File: src/rtl/serial_add_pkg.sv
// Shared types and defaults for the bit-serial adder controller.
package serial_add_pkg;

  typedef enum logic [1:0] {
    IDLE = 2'd0,
    RUN  = 2'd1,
    DONE = 2'd2
  } state_t;

  localparam int DEFAULT_WIDTH = 8;

endpackage

File: src/rtl/serial_add_ctrl_fa_cell.sv
// Combinational 1-bit full adder; the controller reuses a single instance for every bit position.
module fa_cell (
  input  logic a,
  input  logic b,
  input  logic cin,
  output logic sum,
  output logic cout
);

  assign sum  = a ^ b ^ cin;
  assign cout = (a & b) | (cin & (a ^ b));

endmodule

File: src/rtl/serial_add_ctrl.sv
// Bit-serial adder controller: one full-adder cell walks WIDTH bits LSB first.
// Optional subtract support is enabled by defining SERIAL_ADD_SUB_EN.
module serial_add_ctrl
  import serial_add_pkg::*;
#(
  parameter int WIDTH = DEFAULT_WIDTH
) (
  input  logic             clk,
  input  logic             rst_n,
  input  logic             in_valid,
  output logic             in_ready,
  input  logic [WIDTH-1:0] a,
  input  logic [WIDTH-1:0] b,
  input  logic             cin,
`ifdef SERIAL_ADD_SUB_EN
  input  logic             op_sub,
`endif
  output logic             out_valid,
  input  logic             out_ready,
  output logic [WIDTH-1:0] sum,
  output logic             cout,
  output logic             ovf
);

  localparam int             CNT_W    = $clog2(WIDTH) + 1;
  localparam logic [CNT_W-1:0] CNT_LAST = CNT_W'(WIDTH - 1);

  state_t           state_q, state_d;
  logic [CNT_W-1:0] cnt_q, cnt_d;
  logic [WIDTH-1:0] a_sr_q, a_sr_d;
  logic [WIDTH-1:0] b_sr_q, b_sr_d;
  logic [WIDTH-1:0] sum_q, sum_d;
  logic             carry_q, carry_d;
  logic             cout_q, cout_d;
  logic             ovf_q, ovf_d;

  logic             fa_sum, fa_cout;
  logic [WIDTH-1:0] a_shr, b_shr, sum_shin;
  logic [WIDTH-1:0] b_load;
  logic             carry_load;

  fa_cell u_fa (
    .a    (a_sr_q[0]),
    .b    (b_sr_q[0]),
    .cin  (carry_q),
    .sum  (fa_sum),
    .cout (fa_cout)
  );

  // A 1-bit datapath has nothing to shift; keep the slices legal for that case.
  generate
    if (WIDTH == 1) begin : g_w1
      assign a_shr    = '0;
      assign b_shr    = '0;
      assign sum_shin = fa_sum;
    end else begin : g_wn
      assign a_shr    = {1'b0, a_sr_q[WIDTH-1:1]};
      assign b_shr    = {1'b0, b_sr_q[WIDTH-1:1]};
      assign sum_shin = {fa_sum, sum_q[WIDTH-1:1]};
    end
  endgenerate

`ifdef SERIAL_ADD_SUB_EN
  // Two's-complement subtract: invert B and force carry-in high; cout=1 means no borrow.
  assign b_load     = op_sub ? ~b : b;
  assign carry_load = op_sub ? 1'b1 : cin;
`else
  assign b_load     = b;
  assign carry_load = cin;
`endif

  always_comb begin
    state_d = state_q;
    cnt_d   = cnt_q;
    a_sr_d  = a_sr_q;
    b_sr_d  = b_sr_q;
    sum_d   = sum_q;
    carry_d = carry_q;
    cout_d  = cout_q;
    ovf_d   = ovf_q;
    case (state_q)
      IDLE: begin
        if (in_valid) begin
          state_d = RUN;
          a_sr_d  = a;
          b_sr_d  = b_load;
          carry_d = carry_load;
          cnt_d   = '0;
        end
      end
      RUN: begin
        a_sr_d  = a_shr;
        b_sr_d  = b_shr;
        sum_d   = sum_shin;
        carry_d = fa_cout;
        cnt_d   = cnt_q + CNT_W'(1);
        // On the MSB, carry_q is the carry into the MSB, so overflow falls out directly.
        if (cnt_q == CNT_LAST) begin
          cout_d  = fa_cout;
          ovf_d   = carry_q ^ fa_cout;
          state_d = DONE;
        end
      end
      DONE: begin
        if (out_ready) state_d = IDLE;
      end
      default: state_d = IDLE;
    endcase
  end

  always_ff @(posedge clk or negedge rst_n) begin
    if (!rst_n) begin
      state_q <= IDLE;
      cnt_q   <= '0;
      a_sr_q  <= '0;
      b_sr_q  <= '0;
      sum_q   <= '0;
      carry_q <= 1'b0;
      cout_q  <= 1'b0;
      ovf_q   <= 1'b0;
    end else begin
      state_q <= state_d;
      cnt_q   <= cnt_d;
      a_sr_q  <= a_sr_d;
      b_sr_q  <= b_sr_d;
      sum_q   <= sum_d;
      carry_q <= carry_d;
      cout_q  <= cout_d;
      ovf_q   <= ovf_d;
    end
  end

  assign in_ready  = (state_q == IDLE);
  assign out_valid = (state_q == DONE);
  assign sum       = sum_q;
  assign cout      = cout_q;
  assign ovf       = ovf_q;

endmodule

File: config.mk
export PLATFORM = sky130hd
export DESIGN_NAME = serial_add_ctrl
export DESIGN_NICKNAME = d
export VERILOG_FILES = /design/src/rtl/serial_add_pkg.sv /design/src/rtl/serial_add_ctrl_fa_cell.sv /design/src/rtl/serial_add_ctrl.sv
export SDC_FILE = /design/constraint.sdc
export NUM_CORES = 1
export LEC_CHECK = 0
export BUFFER_PORTS_ARGS = -buffer_cell sky130_fd_sc_hd__buf_2
export CAP_MARGIN = 20
export CORE_ASPECT_RATIO = 2
export CORE_MARGIN = 1.5
export CORE_UTILIZATION = 48
export DETAILED_ROUTE_END_ITERATION = 16
export PLACE_DENSITY_LB_ADDON = 0.12
export SLEW_MARGIN = 15
export SYNTH_ARGS = -nofsm -noshare
export SYNTH_HDL_FRONTEND = slang
export SYNTH_HIERARCHICAL = 1
export SYNTH_SLANG_ARGS = --single-unit
File: constraint.sdc
create_clock -name clk -period 1.4 [get_ports clk]
set_input_delay 0.21 -clock clk [delete_from_list [all_inputs] [get_ports clk]]
set_output_delay 0.21 -clock clk [all_outputs]
set_load 0.02 [all_outputs]
==> summary.md, run 1 <==
| Metric | Value |
|---|---|
| Crit. End Element | output pin |
| Worst setup SP type | register |
| Starting density of the core | 50.5% |
| Synth area leaders | dfrtp_1, nand2_1, a22oi_1 |
| Sw frac | 36.5% |
| Skew-Pair Late Insertion Delay | 0.29 ns |
| Fin area | 0.00209 sq mm |
| Ys flop type | dfrtp_1 |
| Net switching power figure | 1590 uW |
| Hold_ws | 0.207 ns |
| Vias | 1372 |
| Logic pwr share | 41.3% |
| Number of synthesized register bits | 33 |
| Die X | 43.8 um |
| Final Slew Violations | 0 |
| Power share of the clock group | 21.3% |
| Final setup fails | 0 |
| Number of diodes | 0 |
| Crit path cell chain | buf_6 > buf_8 > nor2_4 > buf_6 |
| Crit path DAT | 1.17 ns |
| Syn nets | 184 |
| Sequential Power Share | 37.4% |
| Worst VDD drop | 0.00166 V |
| RSZ-0062 raised after global routing | yes |
| WP data required | 1.19 ns |
| Max Cap Violations | 0 |
| Gate Count Post-Synth | 161 |
| Post-synth EDFFs | 0 |
| CTS Buf Count | 5 |
| Layout area overhead | 31.3% |
| Routed WL | 3.69 mm |
| Seq/Total Area, Yosys | 51.8% |
| Placement Cell Area | 0.00185 sq mm |
| FILL cells | 268 |
| Synthesized cell area | 0.00160 sq mm |
| Cell variety after synth | 31 |
| Initial antenna violation count | 0 |
| Clock tree buffer depth | 2 |
| Leakage | 0.00107 uW |
| IO buf count | 32 |
| Internal power | 2770 uW |
| Drt drc | 0 |
| Count leader, synth | dfrtp_1 |
| CP Max Fanout | 6 |
| Yosys warnings | 6 |
| Clk slew on worst S/H paths | 0.07 ns |
| Root Buffer Master | clkbuf_8 |
| Worst Max-Slew Pin Slew | 0.321 ns |
| # nets final | 236 |
| Total GRT Usage | 22.5% |
| Commonest cells in the synthesized netlist | dfrtp_1, nand2_1, a21oi_1 |
| Routed len/inst | 15.1 um |
| CP most frequent cell | buf_6 |
| Via density | 5.60 |
| Fin Clk Skew | 0.00799 ns |
| First-pass GRT wire length | 6.25 mm |
| Async SR Flop Fraction | 100% |
| Status | complete, no violations |
| Hold crit path type | input pin to register |
| Die Y | 84.5 um |
| Largest area contributor in the netlist | dfrtp_1 |
| DRT antenna net count | 0 |
| H-Tree Depth | 2 |
| Min Tclk post-route | 1.38 ns |
| Gpl congestion | 0.789 |
| I/O Pins | 33 |
| DP Wirelength | 2.49 mm |
| # clock sinks | 33 |
| Syn_area_per_cell | 9.91 sq um |
| DRT Pass-1 Iters | 4 |
| Tcrit/Tclk final | 98.5% |
| Grt total ovfl | 0 |
| Share of post-route cells with drive strength above 1 | 33.6% |
| Critical-path top delay cell | dfrtp_1 |
| Synth top area share | 51.8% |
| Initial drt markers | 21 |
| CORE AREA | 0.00316 sq mm |
| Setup total negative slack | 0 ns |
| TritonCTS clock tree | built |
| P per Cell Area | 2080 mW/mm^2 |
| FP Rows | 29 |
| Relative slew slack | 78.6% |
| DIE AREA | 0.00370 sq mm |
| Maximum clock frequency | 725 MHz |
| Vias in the first global route | 1405 |
| Critical setup path kind | register to output pin |
| Final core utilization | 66.3% |
| Largest stage delay, worst path | 0.43 ns |
| Hold Vio Cnt, Final | 0 |
| Pin count of the biggest net entering global routing | 34 |
## sequential cells by signal, indices dropped and copies added, names as in the netlist
register,flops
ovf,1
state_q,2
cnt_q,4
cout,1
b_sr_q,8
a_sr_q,8
carry_q,1
sum,8
## what timing repair did
action / 4_1_cts / 5_1_grt
gates resized for setup: 7 / 8
setup endpoints to repair: 2 / 10
hold buffers: 1 / 0
pin swaps: 0 / 3
buffers inserted: 1 / 7
endpoints found under the hold margin: 33 / 0
## critical path: cells and delay by family (launching register included)
kind	cells	cell delay [ns]
flops	1	0.43
simple gates	1	0.07
buf+inv	3	0.39
## layout by cell type (no fill, tap or decap), types with 2 or more instances in the layout
cell,instances
buf_6,3
and3b_1,2
mux2_2,2
inv_1,2
clkbuf_8,6
buf_2,31
a22oi_1,12
nand2_1,31
dfrtp_1,32
nor2b_1,7
nand3_1,2
a21oi_1,17
and2b_1,10
a22o_1,2
o21ai_1,2
buf_4,17
o21ai_0,16
## kinds of logic after synthesis
family                   share of synthesized area [%]
AND/OR/NAND/NOR                                   19.2
AO/OA/AOI/OAI                                     20.7
flip-flops                                        51.8
buffers and inverters                             3.69
multiplexers                                      2.04
adder cells (fa/ha/maj)                           2.04
XOR/XNOR                                         0.549
## cell type report
cell class                 instances  area [sq um]  share of cell area [%]
clock buffer                       7          86.3                    4.12
clock inverter                     1          30.0                    1.43
inverter                           2          7.51                   0.358
multi-input combinational        117           743                    35.5
sequential                        33           827                    39.5
tap                               31          38.8                    1.85
timing repair buffer              54           362                    17.3
## per-stage QoR
| step | power, uW | worst slack, ns | instances |
|---|---|---|---|
| after global placement | 3130 | 0.00667 | 228 |
| after CTS | 4210 | -0.0149 | 238 |
| final | 4350 | 0.0204 | 245 |
| after global routing | 4690 | -0.0158 | 245 |
| after floorplan | 2640 | 0.0174 | 161 |
| after detailed placement | 3210 | 0.00211 | 228 |
## path summary, 6_finish.rpt
path | start | end | slack (ns) | depth (start not counted)
setup / recovery | state_q[1] | in_ready | 0.02 | 4
max in group asynchronous | rst_n | state_q[0] | 0.80 | 3
setup reg to reg | cnt_q[0] | cout | 0.05 | 4
hold / removal | out_ready | state_q[1] | 0.21 | 3
min in group asynchronous | rst_n | sum[0] | 0.40 | 3
hold reg to reg | sum[0] | sum[0] | 0.47 | 2
## power groups by stage
stage	sequential (uW)	combinational [uW]	clock, uW
3_3_place_gp	1600	1520	0
4_1_cts	1630	1640	950
6_report	1630	1800	927
3_5_place_dp	1630	1580	0
2_1_floorplan	1720	924	0
5_1_grt	1680	2030	979
## metal layers
metal,GRT usage [%],routed length [um]
met4,9.37,85
met5,0,0
met1,24.5,1400
met3,5.81,147
met2,39.3,2060
Power figures use the tool's default switching activity.
==> run 2, diff against run 1 <==
--- a/config.mk
+++ b/config.mk
@@ -8,7 +8,6 @@
 export BUFFER_PORTS_ARGS = -buffer_cell sky130_fd_sc_hd__buf_2
 export CAP_MARGIN = 20
 export CORE_ASPECT_RATIO = 2
-export CORE_MARGIN = 1.5
 export CORE_UTILIZATION = 48
 export DETAILED_ROUTE_END_ITERATION = 16
 export PLACE_DENSITY_LB_ADDON = 0.12
==> run 2 against run 1 <==
  * The flow now finishes with violations (negative setup slack)
  * Flip-flop and latch count is the same
  * Clock-buffer cell count is the same
  * Worst hold slack lost 0.011 ns
  * Power shrank 6.5%
  * Register-to-register slack is essentially flat
  * Combinational power shrank 3%
  * Via count shrank 2.0%
  * Critical path depth is the same
  * Utilization shrank 1.7 points
  * Sequential share of layout area grew 1.1 points
  * Final cell count shrank 0.41%
  * Global-route usage grew 0.18 points
  * Largest cell class unchanged
  * Largest power group unchanged
==> summary.md, run 2 (synthesis gave the netlist of run 1 again) <==
| Metric | Value |
|---|---|
| Failing checks | negative setup slack |
| CORE AREA | 0.00316 sq mm (unchanged) |
| Hold_ws | 0.196 ns (-0.0114 ns) |
| TritonCTS clock tree | built |
| FILL cells | 265 (-1.1%) |
| Dpl ws | -0.00959 ns (-0.0117 ns) |
| Placement Cell Area | 0.00185 sq mm (-0.27%) |
| WP data required | 1.19 ns (about the same) |
| Crit. End Element | output pin |
| Maximum clock frequency | 713 MHz (-1.7%) |
| Tcrit/Tclk final | 100% (+1.7 points) |
| Reg-to-Reg Start | a_sr_q[0] |
| Routed len/inst | 14.4 um (-4.5%) |
| Grt total ovfl | 0 (unchanged) |
| Worst flop-to-flop path endpoint | ovf |
| IO buf count | 32 (unchanged) |
| Initial drt markers | 17 (-19%) |
| # nets final | 236 (unchanged) |
| Fin area | 0.00204 sq mm (-2.6%) |
| Root Buffer Master | clkbuf_8 |
| Layout area overhead | 27.8% |
| Fin Clk Skew | 0.00250 ns (-0.00549 ns) |
| Most frequent cells in the layout | dfrtp_1, buf_2, nand2_1 |
| I/O Pins | 33 (unchanged) |
| DRT antenna net count | 0 (unchanged) |
| Relative slew slack | 72.3% (-6.3 points) |
| Drt drc | 0 (unchanged) |
| Status | complete, but fails checks |
| Final setup fails | 1 (+1) |
| Hold Vio Cnt, Final | 0 (unchanged) |
| # clock sinks | 33 (unchanged) |
| Worst Max-Slew Pin Slew | 0.416 ns (+0.0949 ns) |
| Via density | 5.51 (-1.6%) |
| Die X | 42.8 um (-2.3%) |
| Worst VDD drop | 0.00127 V (-24%) |
| Final Slew Violations | 0 (unchanged) |
| P per Cell Area | 2000 mW/mm^2 (-4.0%) |
| Gpl congestion | 0.769 (-2.6%) |
| Area of the multi-input gates | 734 sq um (-1.2%) |
| Number of diodes | 0 (unchanged) |
| Skew-Pair Late Insertion Delay | 0.28 ns (about the same) |
| Final worst slack | -0.00290 ns (-0.0233 ns) |
| Routed WL | 3.51 mm (-4.9%) |
| Die Y | 83.5 um (-1.2%) |
| Register-to-Register Setup Slack | 0.06 ns (about the same) |
| CTS Buf Count | 5 (unchanged) |
| Initial antenna violation count | 0 (unchanged) |
| H-Tree Depth | 2 (unchanged) |
| Leading cell type in the layout, fill and taps excluded | dfrtp_1 |
| DP Wirelength | 2.55 mm (+2.7%) |
| Worst setup SP type | register |
| Vias in the first global route | 1391 (-1.0%) |
| Worst R2R Path Depth | 3 (-1) |
| FP Rows | 29 (unchanged) |
| CP Max Fanout | 9 (+3) |
| Min Tclk post-route | 1.40 ns (+0.0233 ns) |
| Critical setup path kind | register to output pin |
| First-pass GRT wire length | 6.13 mm (-1.9%) |
| Worst-case hold path end point | b_sr_q[6] |
| Share of post-route cells with drive strength above 1 | 32.9% (-0.78 points) |
| Pin count of the biggest net entering global routing | 34 (unchanged) |
| Max Cap Violations | 0 (unchanged) |
| DIE AREA | 0.00357 sq mm (-3.4%) |
| Min-delay src | b[6] |
| Total GRT Usage | 22.7% (+0.18 points) |
| Clk slew on worst S/H paths | 0.06 ns (about the same) |
| Vias | 1345 (-2.0%) |
| Setup total negative slack | -0.00290 ns (-0.00290 ns) |
| DRT Pass-1 Iters | 4 (unchanged) |
| Starting density of the core | 50.5% (unchanged) |
| Register area | 827 sq um (unchanged) |
| Hold crit path type | input pin to register |
| Clock tree buffer depth | 2 (unchanged) |
| RSZ-0062 raised after global routing | yes |
| Crit path DAT | 1.19 ns (+0.02 ns) |
| Hold Path Stages | 3 (unchanged) |
| Leakage | 0.00104 uW (-2.1%) |
[run 2: metrics by stage]
stage	cells	utilization, %	total power (uW)
after floorplan	161	-	2640
after global placement	229	58.5	3140
after detailed placement	229	58.5	3230
after CTS	238	62.3	3990
after global routing	244	64.6	4420
final	244	64.6	4070
[run 2: layout make-up]
| cell class | count | share of cell area, % |
|---|---|---|
| Clock buffer | 7 | 4.23 |
| Inverter | 2 | 0.368 |
| Multi-Input combinational cell | 117 | 36.0 |
| Sequential cell | 33 | 40.6 |
| Tap cell | 31 | 1.90 |
| Timing Repair Buffer | 54 | 16.9 |
[run 2: metal layers]
| metal | part of all wire, % | track usage, % | routed length [um] | up-vias |
|---|---|---|---|---|
| li1 | - | - | - | 659 |
| met3 | 4.0 | 5.19 | 141 | 5 |
| met2 | 55 | 40.8 | 1940 | 34 |
| met1 | 39 | 24.3 | 1380 | 647 |
| met4 | 1.5 | 8.81 | 53 | 0 |
| met5 | 0 | 0 | 0 | - |
[run 2: what timing repair did]
item,in CTS,in global routing
buffers inserted,1,6
hold endpoints to repair,33,0
hold buffers,1,0
pin swaps,0,2
endpoints found under the setup margin,3,12
resized for setup,6,12
[run 2: worst max-delay path by stage]
stage / cells after the start / end / slack (ns) / from
floorplan: 3 / ovf / 0.02 / a_sr_q[0]
global placement: 3 / ovf / 0.007 / a_sr_q[0]
detailed placement: 4 / carry_q / -0.01 / a_sr_q[0]
CTS: 4 / in_ready / -0.02 / state_q[1]
global route: 4 / in_ready / -0.03 / state_q[1]
finish: 4 / in_ready / -0.003 / state_q[1]
[run 2: report_power, final]
group	internal, uW	leakage (uW)	switching, uW	total (uW)
combinational	837	0.000571	911	1750
clock	390	0.0000443	316	705
sequential	1320	0.000429	295	1620
[run 2: worst max-delay path: stages, from the launching register on]
cell and delay [ns]:
dfrtp_1 0.44, buf_6 0.15, buf_8 0.13, nor2_4 0.08, buf_6 0.12
==> run 3, diff against run 2 <==
==> constraint.sdc (replaced) <==
create_clock -name clk -period 1.2 [get_ports clk]
set_input_delay 0.18 -clock clk [delete_from_list [all_inputs] [get_ports clk]]
set_output_delay 0.18 -clock clk [all_outputs]
set_load 0.02 [all_outputs]
==> run 3 against run 2 <==
  * The run still ends with negative setup slack left
  * Final cell count rose by 6.6%
  * Global-route usage rose by 3.9 points
  * Power rose by 46%
  * Worst hold slack got worse by 0.046 ns
  * Wire length rose by 29%
  * Cell area rose by 21%
  * Combinational power rose by 78%
  * Sequential share of layout area fell by 7.0 points
  * Non-clock buffer count rose by 16
  * Die area did not move
  * Largest cell class is now multi-input gates
==> summary.md, run 3 (synthesis gave the netlist of run 1 again) <==
| Metric | Value |
|---|---|
| Fin area | 0.00247 sq mm (+21%) |
| Crit path buf inv count | 2 (-1) |
| Share of post-route cells with drive strength above 1 | 59.0% (+26 points) |
| FILL cells | 194 (-27%) |
| CTS Buf Count | 5 (unchanged) |
| P per Cell Area | 2400 mW/mm^2 (+20%) |
| Worst Max-Slew Pin Slew | 0.427 ns (+0.0112 ns) |
| Dpl ws | -0.151 ns (-0.141 ns) |
| Crit path DAT | 1.19 ns (about the same) |
| Routed WL | 4.51 mm (+29%) |
| CP Max Fanout | 11 (+2) |
| Number of diodes | 0 (unchanged) |
| Leading cell type in the layout, fill and taps excluded | dfrtp_1 |
| Vias in the first global route | 1543 (+11%) |
| Final core utilization | 78.1% (+14 points) |
| Clk slew on worst S/H paths | 0.06 ns (about the same) |
| DRT antenna net count | 0 (unchanged) |
| Crit. End Element | output pin |
| Fin Clk Skew | 0.00170 ns (-0.000800 ns) |
| CORE AREA | 0.00316 sq mm (unchanged) |
| Layout area overhead | 54.6% |
| Skew-Pair Late Insertion Delay | 0.30 ns (+0.02 ns) |
| Min-delay src | a[6] |
| Reg-to-Reg Start | a_sr_q[0] |
| IO buf count | 32 (unchanged) |
| Relative slew slack | 71.5% (-0.75 points) |
| Final Slew Violations | 0 (unchanged) |
| Setup crit start | state_q[0] |
| Total GRT Usage | 26.6% (+3.9 points) |
| Hold Vio Cnt, Final | 0 (unchanged) |
| Pin count of the biggest net entering global routing | 34 (unchanged) |
| Status | complete, but fails checks |
| Power, Total | 5920 uW (+46%) |
| Starting density of the core | 50.5% (unchanged) |
| Largest stage delay, worst path | 0.46 ns (+0.02 ns) |
| Hold crit path type | input pin to register |
| Via density | 5.65 (+2.4%) |
| Cell family with most CP delay | flip-flops |
| Final worst slack | -0.169 ns (-0.166 ns) |
| Failing checks | negative setup slack |
| DIE AREA | 0.00357 sq mm (unchanged) |
| Maximum clock frequency | 731 MHz |
| Leakage | 0.00120 uW (+15%) |
| Final setup fails | 30 (+29) |
| Initial antenna violation count | 0 (unchanged) |
| Routed len/inst | 17.4 um (+21%) |
| DP Wirelength | 2.77 mm (+8.4%) |
| Placement Cell Area | 0.00197 sq mm (+6.4%) |
| First-pass GRT wire length | 7.09 mm (+16%) |
| # clock sinks | 33 (unchanged) |
| # nets final | 252 (+6.8%) |
| Initial drt markers | 40 (+23) |
| RSZ-0062 raised after global routing | yes |
| Max Cap Violations | 0 (unchanged) |
| I/O Pins | 33 (unchanged) |
| Tcrit/Tclk final | 114% |
| Grt total ovfl | 0 (unchanged) |
| WP data required | 1.02 ns (-0.17 ns) |
| Critical setup path kind | register to output pin |
| Drt drc | 0 (unchanged) |
| Root Buffer Master | clkbuf_8 |
| Most frequent cells in the layout | dfrtp_1, buf_2, buf_4 |
| FP Rows | 29 (unchanged) |
| Worst setup SP type | register |
| Gpl congestion | 0.775 (+0.78%) |
| TritonCTS clock tree | built |
| Worst VDD drop | 0.00166 V (+32%) |
| DRT Pass-1 Iters | 5 (+1) |
| Min Tclk post-route | 1.37 ns |
| Clock tree buffer depth | 2 (unchanged) |
| Critical-path top delay cell | dfrtp_2 |
| Die Y | 83.5 um (unchanged) |
| Register area | 828 sq um (+0.15%) |
| Die X | 42.8 um (unchanged) |
| H-Tree Depth | 2 (unchanged) |
| Vias | 1468 (+9.1%) |
| Crit path cell chain | buf_4 > nor2_4 > buf_6 |
| Area of the multi-input gates | 955 sq um (+30%) |
==> run 3: changes by cell type in the layout (fill, tap and decap cells not counted), sizes merged <==
cell and delta:
buf +15, clkbuf +1
==> run 3: repair_timing <==
action | in CTS | in global routing
setup endpoints to repair | 28 | 35
endpoints found under the hold margin | 33 | 0
hold buffers | 1 | 0
pin swaps | 11 | 25
resized for setup | 62 | 38
setup buffers | 5 | 3
gates cloned | 1 | 2
==> run 3: worst min-delay path: cells and delay by family <==
| kind | cells | cell delay [ns] |
|---|---|---|
| AO/OA/AOI/OAI | 2 | 0.14 |
| buffers and inverters | 1 | 0.08 |
==> run 3: worst paths after layout <==
kind / end / slack, ns / depth (start not counted)
max in group asynchronous: state_q[0] / 0.43 / 3
min in group asynchronous: b_sr_q[7] / 0.44 / 3
setup / recovery: in_ready / -0.17 / 3
setup reg to reg: ovf / -0.17 / 3
hold / removal: a_sr_q[6] / 0.15 / 3
hold reg to reg: sum[0] / 0.48 / 2
==> run 3: cell type report <==
cell class,count,share of cell area [%]
inverters,2,0.304
well taps,31,1.57
repair buffers,70,22.3
clock buffers,7,3.50
multi-input cells,117,38.7
flip-flops and latches,33,33.6
==> run 3: power by group <==
| group | switching, uW | internal (uW) |
|---|---|---|
| clock | 404 | 454 |
| sequential | 399 | 1540 |
| combinational | 1540 | 1590 |
==> run 3: per-layer routing <==
| metal | track usage, % | wire [um] | vias up |
|---|---|---|---|
| met5 | 0 | 0 | - |
| met4 | 11.9 | 79 | 0 |
| met3 | 6.28 | 154 | 5 |
| met2 | 45.9 | 2620 | 38 |
| met1 | 29.7 | 1660 | 730 |
| li1 | - | - | 695 |
==> run 3: per-stage QoR <==
step	instances	setup TNS [ns]	hold WS (ns)
floorplan	161	-0.165	-0.116
global placement	242	-0.276	0.222
detailed placement	242	-1.47	0.230
CTS	256	-1.88	0.150
global route	260	-3.54	0.166
finish	260	-2.32	0.150
